`config.mk`:
```
export PLATFORM = sky130hd
export DESIGN_NAME = wb_port_arbiter
export DESIGN_NICKNAME = d
export VERILOG_FILES = /design/src/rtl/wb_pkg.sv /design/src/rtl/wb_fifo.sv /design/src/rtl/wb_port_arbiter.sv
export SDC_FILE = /design/constraint.sdc
export NUM_CORES = 1
export LEC_CHECK = 0
export ABC_AREA = 1
export CORE_ASPECT_RATIO = 1.25
export CORE_MARGIN = 5
export CORE_UTILIZATION = 30
export CTS_CLUSTER_DIAMETER = 80
export DETAILED_ROUTE_END_ITERATION = 7
export PLACE_DENSITY = 0.49
export SLEW_MARGIN = 20
export SYNTH_ARGS = -nofsm -noshare
export SYNTH_HDL_FRONTEND = slang
export SYNTH_SLANG_ARGS = --single-unit
export TNS_END_PERCENT = 50
```
`constraint.sdc`:
```
create_clock -name clk -period 6.7 [get_ports clk]
set_input_delay 1.34 -clock clk [delete_from_list [all_inputs] [get_ports clk]]
set_output_delay 1.34 -clock clk [all_outputs]
set_load 0.005 [all_outputs]
```
`src/rtl/wb_pkg.sv`:
```
// Shared widths, source-select codes, occupancy states and buffer entry type
// for the writeback port arbiter.
package wb_pkg;

   localparam int WB_DATA_W = 32;
   localparam int WB_ADDR_W = 5;

   localparam logic WB_SRC_ALU = 1'b0;
   localparam logic WB_SRC_MEM = 1'b1;

   typedef enum logic [1:0] {
      ST_EMPTY   = 2'd0,
      ST_PENDING = 2'd1,
      ST_FULL    = 2'd2
   } wbState_e;

   typedef struct packed {
      logic [WB_ADDR_W-1:0] rd;
      logic [WB_DATA_W-1:0] data;
   } wbEntry_t;

endpackage

```
`src/rtl/wb_fifo.sv`:
```
// In-order holding buffer for deferred ALU results, with a per-slot rd match
// vector. Building with WB_FWD_EN adds a youngest-match forwarding lookup.
module wb_fifo #(
   parameter int DEPTH  = 4,
   parameter int DATA_W = 32,
   parameter int ADDR_W = 5
)(
   input  logic                    clk,
   input  logic                    rst_n,
   input  logic                    push,
   input  logic                    pop,
   input  logic [ADDR_W-1:0]       pushRd,
   input  logic [DATA_W-1:0]       pushData,
   input  logic [ADDR_W-1:0]       queryRd,
   output logic                    empty,
   output logic                    full,
   output logic [$clog2(DEPTH):0]  count,
   output logic [ADDR_W-1:0]       headRd,
   output logic [DATA_W-1:0]       headData,
   output logic [DEPTH-1:0]        matchVec
`ifdef WB_FWD_EN
   ,
   input  logic [ADDR_W-1:0]       fwdRs,
   output logic                    fwdHit,
   output logic [DATA_W-1:0]       fwdData
`endif
);

   localparam int IDX_W = $clog2(DEPTH);
   localparam int PTR_W = IDX_W + 1;

   logic [PTR_W-1:0]  wrPtr;
   logic [PTR_W-1:0]  rdPtr;
   logic [ADDR_W-1:0] rdMem   [DEPTH];
   logic [DATA_W-1:0] dataMem [DEPTH];
   logic [DEPTH-1:0]  slotValid;

   // Pointers carry one extra wrap bit so full and empty stay distinguishable.
   assign count    = wrPtr - rdPtr;
   assign empty    = (wrPtr == rdPtr);
   assign full     = ((wrPtr ^ rdPtr) == {1'b1, {IDX_W{1'b0}}});
   assign headRd   = rdMem[rdPtr[IDX_W-1:0]];
   assign headData = dataMem[rdPtr[IDX_W-1:0]];

   always_ff @(posedge clk or negedge rst_n) begin
      if (!rst_n) begin
         wrPtr <= '0;
         rdPtr <= '0;
      end else begin
         if (push) wrPtr <= wrPtr + 1'b1;
         if (pop)  rdPtr <= rdPtr + 1'b1;
      end
   end

   always_ff @(posedge clk) begin
      if (push) begin
         rdMem[wrPtr[IDX_W-1:0]]   <= pushRd;
         dataMem[wrPtr[IDX_W-1:0]] <= pushData;
      end
   end

   // A slot is live when its distance from the head is below the occupancy.
   for (genvar gi = 0; gi < DEPTH; gi++) begin : gSlot
      logic [IDX_W-1:0] age;
      assign age           = IDX_W'(gi) - rdPtr[IDX_W-1:0];
      assign slotValid[gi] = ({1'b0, age} < count);
      assign matchVec[gi]  = slotValid[gi] && (rdMem[gi] == queryRd);
   end

`ifdef WB_FWD_EN
   logic [IDX_W-1:0] fwdSlot;

   // Walk oldest to youngest so the last hit is the most recent value.
   always_comb begin
      fwdHit  = 1'b0;
      fwdData = '0;
      fwdSlot = '0;
      for (int k = 0; k < DEPTH; k++) begin
         fwdSlot = rdPtr[IDX_W-1:0] + IDX_W'(k);
         if (slotValid[fwdSlot] && (fwdRs != '0) && (rdMem[fwdSlot] == fwdRs)) begin
            fwdHit  = 1'b1;
            fwdData = dataMem[fwdSlot];
         end
      end
   end
`endif

endmodule

```
`src/rtl/wb_port_arbiter.sv`:
```
// Arbitrates the register-file write port between load returns and ALU results,
// deferring losing ALU results in wb_fifo. WB_FWD_EN exposes a buffer forwarding port.
module wb_port_arbiter
   import wb_pkg::*;
#(
   parameter int DEPTH  = 4,
   parameter int DATA_W = WB_DATA_W,
   parameter int ADDR_W = WB_ADDR_W
)(
   input  logic              clk,
   input  logic              rst_n,
   input  logic              alu_valid,
   input  logic [ADDR_W-1:0] alu_rd,
   input  logic [DATA_W-1:0] alu_data,
   input  logic              ld_valid,
   input  logic [ADDR_W-1:0] ld_rd,
   input  logic [DATA_W-1:0] ld_data,
   output logic              alu_stall,
   output logic              rf_we,
   output logic [ADDR_W-1:0] rf_waddr,
   output logic [DATA_W-1:0] rf_wdata,
   output logic              wb_src
`ifdef WB_FWD_EN
   ,
   input  logic [ADDR_W-1:0] fwd_rs,
   output logic              fwd_hit,
   output logic [DATA_W-1:0] fwd_data
`endif
);

   localparam int CNT_W = $clog2(DEPTH) + 1;

   wbState_e          stateReg;
   wbState_e          stateNext;

   logic              aluAcc;
   logic              ldLive;
   logic              squash;
   logic              ldWin;
   logic              popHead;
   logic              bypass;
   logic              push;

   logic              fifoEmpty;
   logic              fifoFull;
   logic [CNT_W-1:0]  count;
   logic [CNT_W-1:0]  countNext;
   logic [ADDR_W-1:0] headRd;
   logic [DATA_W-1:0] headData;
   logic [DEPTH-1:0]  ldMatch;

   logic              weNext;
   logic              srcNext;
   logic [ADDR_W-1:0] addrNext;
   logic [DATA_W-1:0] dataNext;

   wb_fifo #(
      .DEPTH   (DEPTH),
      .DATA_W  (DATA_W),
      .ADDR_W  (ADDR_W)
   ) uFifo (
      .clk      (clk),
      .rst_n    (rst_n),
      .push     (push),
      .pop      (popHead),
      .pushRd   (alu_rd),
      .pushData (alu_data),
      .queryRd  (ld_rd),
      .empty    (fifoEmpty),
      .full     (fifoFull),
      .count    (count),
      .headRd   (headRd),
      .headData (headData),
      .matchVec (ldMatch)
`ifdef WB_FWD_EN
      ,
      .fwdRs    (fwd_rs),
      .fwdHit   (fwd_hit),
      .fwdData  (fwd_data)
`endif
   );

   // A load is older than anything buffered or arriving alongside it, so any
   // younger write to the same rd makes the load value dead.
   always_comb begin
      aluAcc   = alu_valid && !alu_stall && (alu_rd != '0);
      ldLive   = ld_valid && (ld_rd != '0);
      squash   = ldLive && ((|ldMatch) || (aluAcc && (alu_rd == ld_rd)));
      ldWin    = ldLive && !squash;
      popHead  = !ldWin && !fifoEmpty;
      bypass   = !ldWin && fifoEmpty && aluAcc;
      push     = aluAcc && !bypass && !fifoFull;

      weNext   = 1'b0;
      srcNext  = wb_src;
      addrNext = rf_waddr;
      dataNext = rf_wdata;
      if (ldWin) begin
         weNext   = 1'b1;
         srcNext  = WB_SRC_MEM;
         addrNext = ld_rd;
         dataNext = ld_data;
      end else if (popHead) begin
         weNext   = 1'b1;
         srcNext  = WB_SRC_ALU;
         addrNext = headRd;
         dataNext = headData;
      end else if (bypass) begin
         weNext   = 1'b1;
         srcNext  = WB_SRC_ALU;
         addrNext = alu_rd;
         dataNext = alu_data;
      end
   end

   assign countNext = count + CNT_W'(push) - CNT_W'(popHead);

   always_comb begin
      stateNext = stateReg;
      unique case (stateReg)
         ST_EMPTY: begin
            if (push && !popHead) stateNext = ST_PENDING;
         end
         ST_PENDING: begin
            if (countNext == CNT_W'(DEPTH))  stateNext = ST_FULL;
            else if (countNext == '0)        stateNext = ST_EMPTY;
         end
         ST_FULL: begin
            if (popHead) stateNext = ST_PENDING;
         end
         default: stateNext = ST_EMPTY;
      endcase
   end

   always_ff @(posedge clk or negedge rst_n) begin
      if (!rst_n) begin
         stateReg  <= ST_EMPTY;
         rf_we     <= 1'b0;
         rf_waddr  <= '0;
         rf_wdata  <= '0;
         wb_src    <= WB_SRC_ALU;
         alu_stall <= 1'b0;
      end else begin
         stateReg  <= stateNext;
         rf_we     <= weNext;
         rf_waddr  <= addrNext;
         rf_wdata  <= dataNext;
         wb_src    <= srcNext;
         alu_stall <= (stateNext == ST_FULL);
      end
   end

endmodule

```
==> run summary <==
Sequential element share of the synthesized area: 61.94%
Flops & latches, synth: 196
WP data required: 7020 ps
Nets: 1088
Antenna viol nets, final: 0
Fillcell total: 3109
Largest net degree at the start of global routing: 80
Post-synthesis async set-or-reset flop share: 24.49%
Largest area contributor in the netlist: edfxtp_1
Syn Area/Cell: 10.08 µm²
Gr ovfl total: 0
Hold WC Path Type: flip-flop to flip-flop
Drt initial violations: 328
Yosys warning count: 0
Post-CTS setup buffers: 0
Syn Inst Count: 904
Initial core utilization: 30.35%
Max-slew violations: 0
IO Pins: 118
Port Buf Inserts: 117
Cts-stage hold buffer count: 0
Area contributors post-synth: edfxtp_1 49%, dfrtp_1 13%, nor2_1 8.6%, nand3_1 6.8%, o21ai_0 4.4%
Per-cell routed wire length: 18.00 µm
Ys flop type: edfxtp_1
DIE WIDTH: 165.9 µm
Share of cells above drive strength 1: 6.660%
FMAX: 220.2 MHz
Die ar.: 33990 µm²
Drc violations: 0
Max-Cap Viols: 0
Least-Margin Pin Slew: 950.4 ps
Final Cell Area: 11230 µm²
Vias in the first global route: 6829
Post-synth top area share: 48.76%
First-pass GRT wire length: 39400 µm
Core area: 30030 µm²
Area Overhead vs Synth: 23.20%
Number of H-tree levels: 4
CP Max Fanout: 79
Number of flops mapped to enable cells by yosys: 148
CTS Buffer Depth: 2
Vias post-DR: 6593
CTS clock-pin slew for the worst setup and hold paths: 80 ps
Fin. Hold Viols: 0
Status: finished, final reports clean
Row count: 71
Peak VDD IR: 0.0002349 V
Die height: 204.9 µm
Root Driver: clkbuf_16
Period utilization: 67.78%
FF/Latch Area: 5647 µm²
Post-DP HPWL: 14970 µm
Critical path endpoint category: flip-flop
Routability cong.: 0.7486
Pwr/cell area: 455.0 nW/µm²
Slew headroom: 36.49%
CTS Buf Count: 17
Startpoint Class: flip-flop
Initial antenna violation count: 1
Post-synth design cell area: 9114 µm²
Via density: 4.686
Clock Skews: 17.60 ps
Post-CTS sizing: 0
Total GRT Usage: 14.97%
Initial DRT Pass Iterations: 4
DP Area: 10620 µm²
Diode count: 0
Worst Path Arrival: 4870 ps
CTS tree: yes
Distinct cells, synth: 32
R2R Setup Slk: 2160 ps
Worst skew pair latency: 450 ps
Total negative slack: 0 ps
Synth Net Count: 999
Multi-input gate area: 3072 µm²
RSZ-0062 raised after global routing: no
Routed wire length: 25330 µm
Crit path kind: flip-flop to flip-flop
Setup-failing EPs final: 0
Sink Count: 196
Final min period: 4541 ps
Leakage power: 0.004434 µW
==> per-stage QoR <==
stage               cells  total power [µW]  setup WS, ps  hold WS, ps  utilization [%]
global route         1407              5522          1640        533.9            37.39
floorplan             904              3254          1998        504.0                -
CTS                  1407              5219          2010        521.1            37.39
detailed placement   1375              4145          1804        502.3            35.38
global placement     1375              4119          1826        493.6            35.38
finish               1407              5109          2159        511.3            37.39
==> logic make-up (layout without fill, tap and decap cells) <==
family / Yosys count / in the layout / synth area share [%]
xor+xnor: 27 / 27 / 2.595
fa+ha+maj: 17 / 17 / 2.499
buf+inv: 96 / 198 / 4.887
flops: 196 / 196 / 61.94
compound gates: 125 / 125 / 7.523
simple gates: 443 / 443 / 20.55
==> routing by layer <==
metal	GRT usage (%)	up-vias	share of wire [%]
met3	2.548	24	3.8
met1	17.42	3157	42
met2	28.02	129	53
li1	-	3281	-
met4	4.775	2	1.4
met5	0	-	0.051
==> critical path, cell delays in order (launching register included) <==
cell and delay, ps:
dfrtp_1 430, inv_1 200, ha_1 190, inv_1 50, fa_1 570, inv_1 140, ha_1 300, a21o_1 180
nand3_1 100, nand3_1 80, nand2_1 100, nor2_4 50, nand2_4 60, buf_4 680, nand3_4 890, nor2_1 300
nor2_1 80
==> report_power, final <==
part | leakage, µW | switching [µW] | internal [µW] | total [µW]
logic | 0.00221 | 1420 | 820 | 2240
clock network | 0.000296 | 517 | 537 | 1050
registers | 0.00193 | 131 | 1690 | 1820
==> path summary, 6_finish.rpt <==
check | startpoint | endpoint | cells past startpoint
worst max-delay path | uFifo.wrPtr[0] | rf_wdata[26] | 16
worst min-delay path | rf_wdata[11] | rf_wdata[11] | 2
worst max register to register | uFifo.wrPtr[0] | rf_wdata[26] | 16
worst min register to register | rf_wdata[11] | rf_wdata[11] | 2
max in group asynchronous | rst_n | uFifo.rdPtr[0] | 2
min in group asynchronous | rst_n | rf_waddr[2] | 2
==> cell usage in the layout (no fill, tap or decap), types with 3 or more instances in the layout <==
cell / n
buf_4: 14
edfxtp_1: 148
inv_1: 30
ha_1: 15
nand2_2: 4
clkbuf_16: 17
clkinv_8: 3
inv_2: 5
clkdlybuf4s50_1: 116
nand2_1: 97
nor2_4: 6
inv_6: 4
xor2_1: 21
dfrtp_1: 47
o22ai_1: 35
a21oi_1: 3
nor2_1: 204
inv_8: 4
o21ai_0: 80
nand3_1: 124
xnor2_1: 6
==> sequential cells by signal (all words and copies together) (netlist names), 2 cells and up <==
| name | cells |
|---|---|
| rf_waddr | 5 |
| uFifo.rdPtr | 3 |
| rf_wdata | 32 |
| uFifo.rdMem | 20 |
| uFifo.dataMem | 128 |
| uFifo.wrPtr | 3 |
| stateReg | 2 |
==> synth_stat cells (6+ instances only) <==
| cell type | number |
|---|---|
| nor2_1 | 208 |
| edfxtp_1 | 148 |
| nand3_1 | 124 |
| nand2_1 | 97 |
| o21ai_0 | 80 |
| dfrtp_1 | 48 |
| o22ai_1 | 35 |
| inv_1 | 31 |
| clkbuf_1 | 26 |
| xor2_1 | 21 |
| buf_2 | 20 |
| ha_1 | 15 |
| buf_4 | 10 |
| xnor2_1 | 6 |
==> cell type report <==
| type | count | share of cell area (%) |
|---|---|---|
| inverters | 35 | 1.170 |
| multi-input cells | 612 | 27.36 |
| well taps | 401 | 4.468 |
| repair buffers | 131 | 11.32 |
| flip-flops and latches | 196 | 50.29 |
| clock buffers | 17 | 3.789 |
| clock inverters | 15 | 1.605 |
No activity file was read; power rests on OpenSTA's default activity.
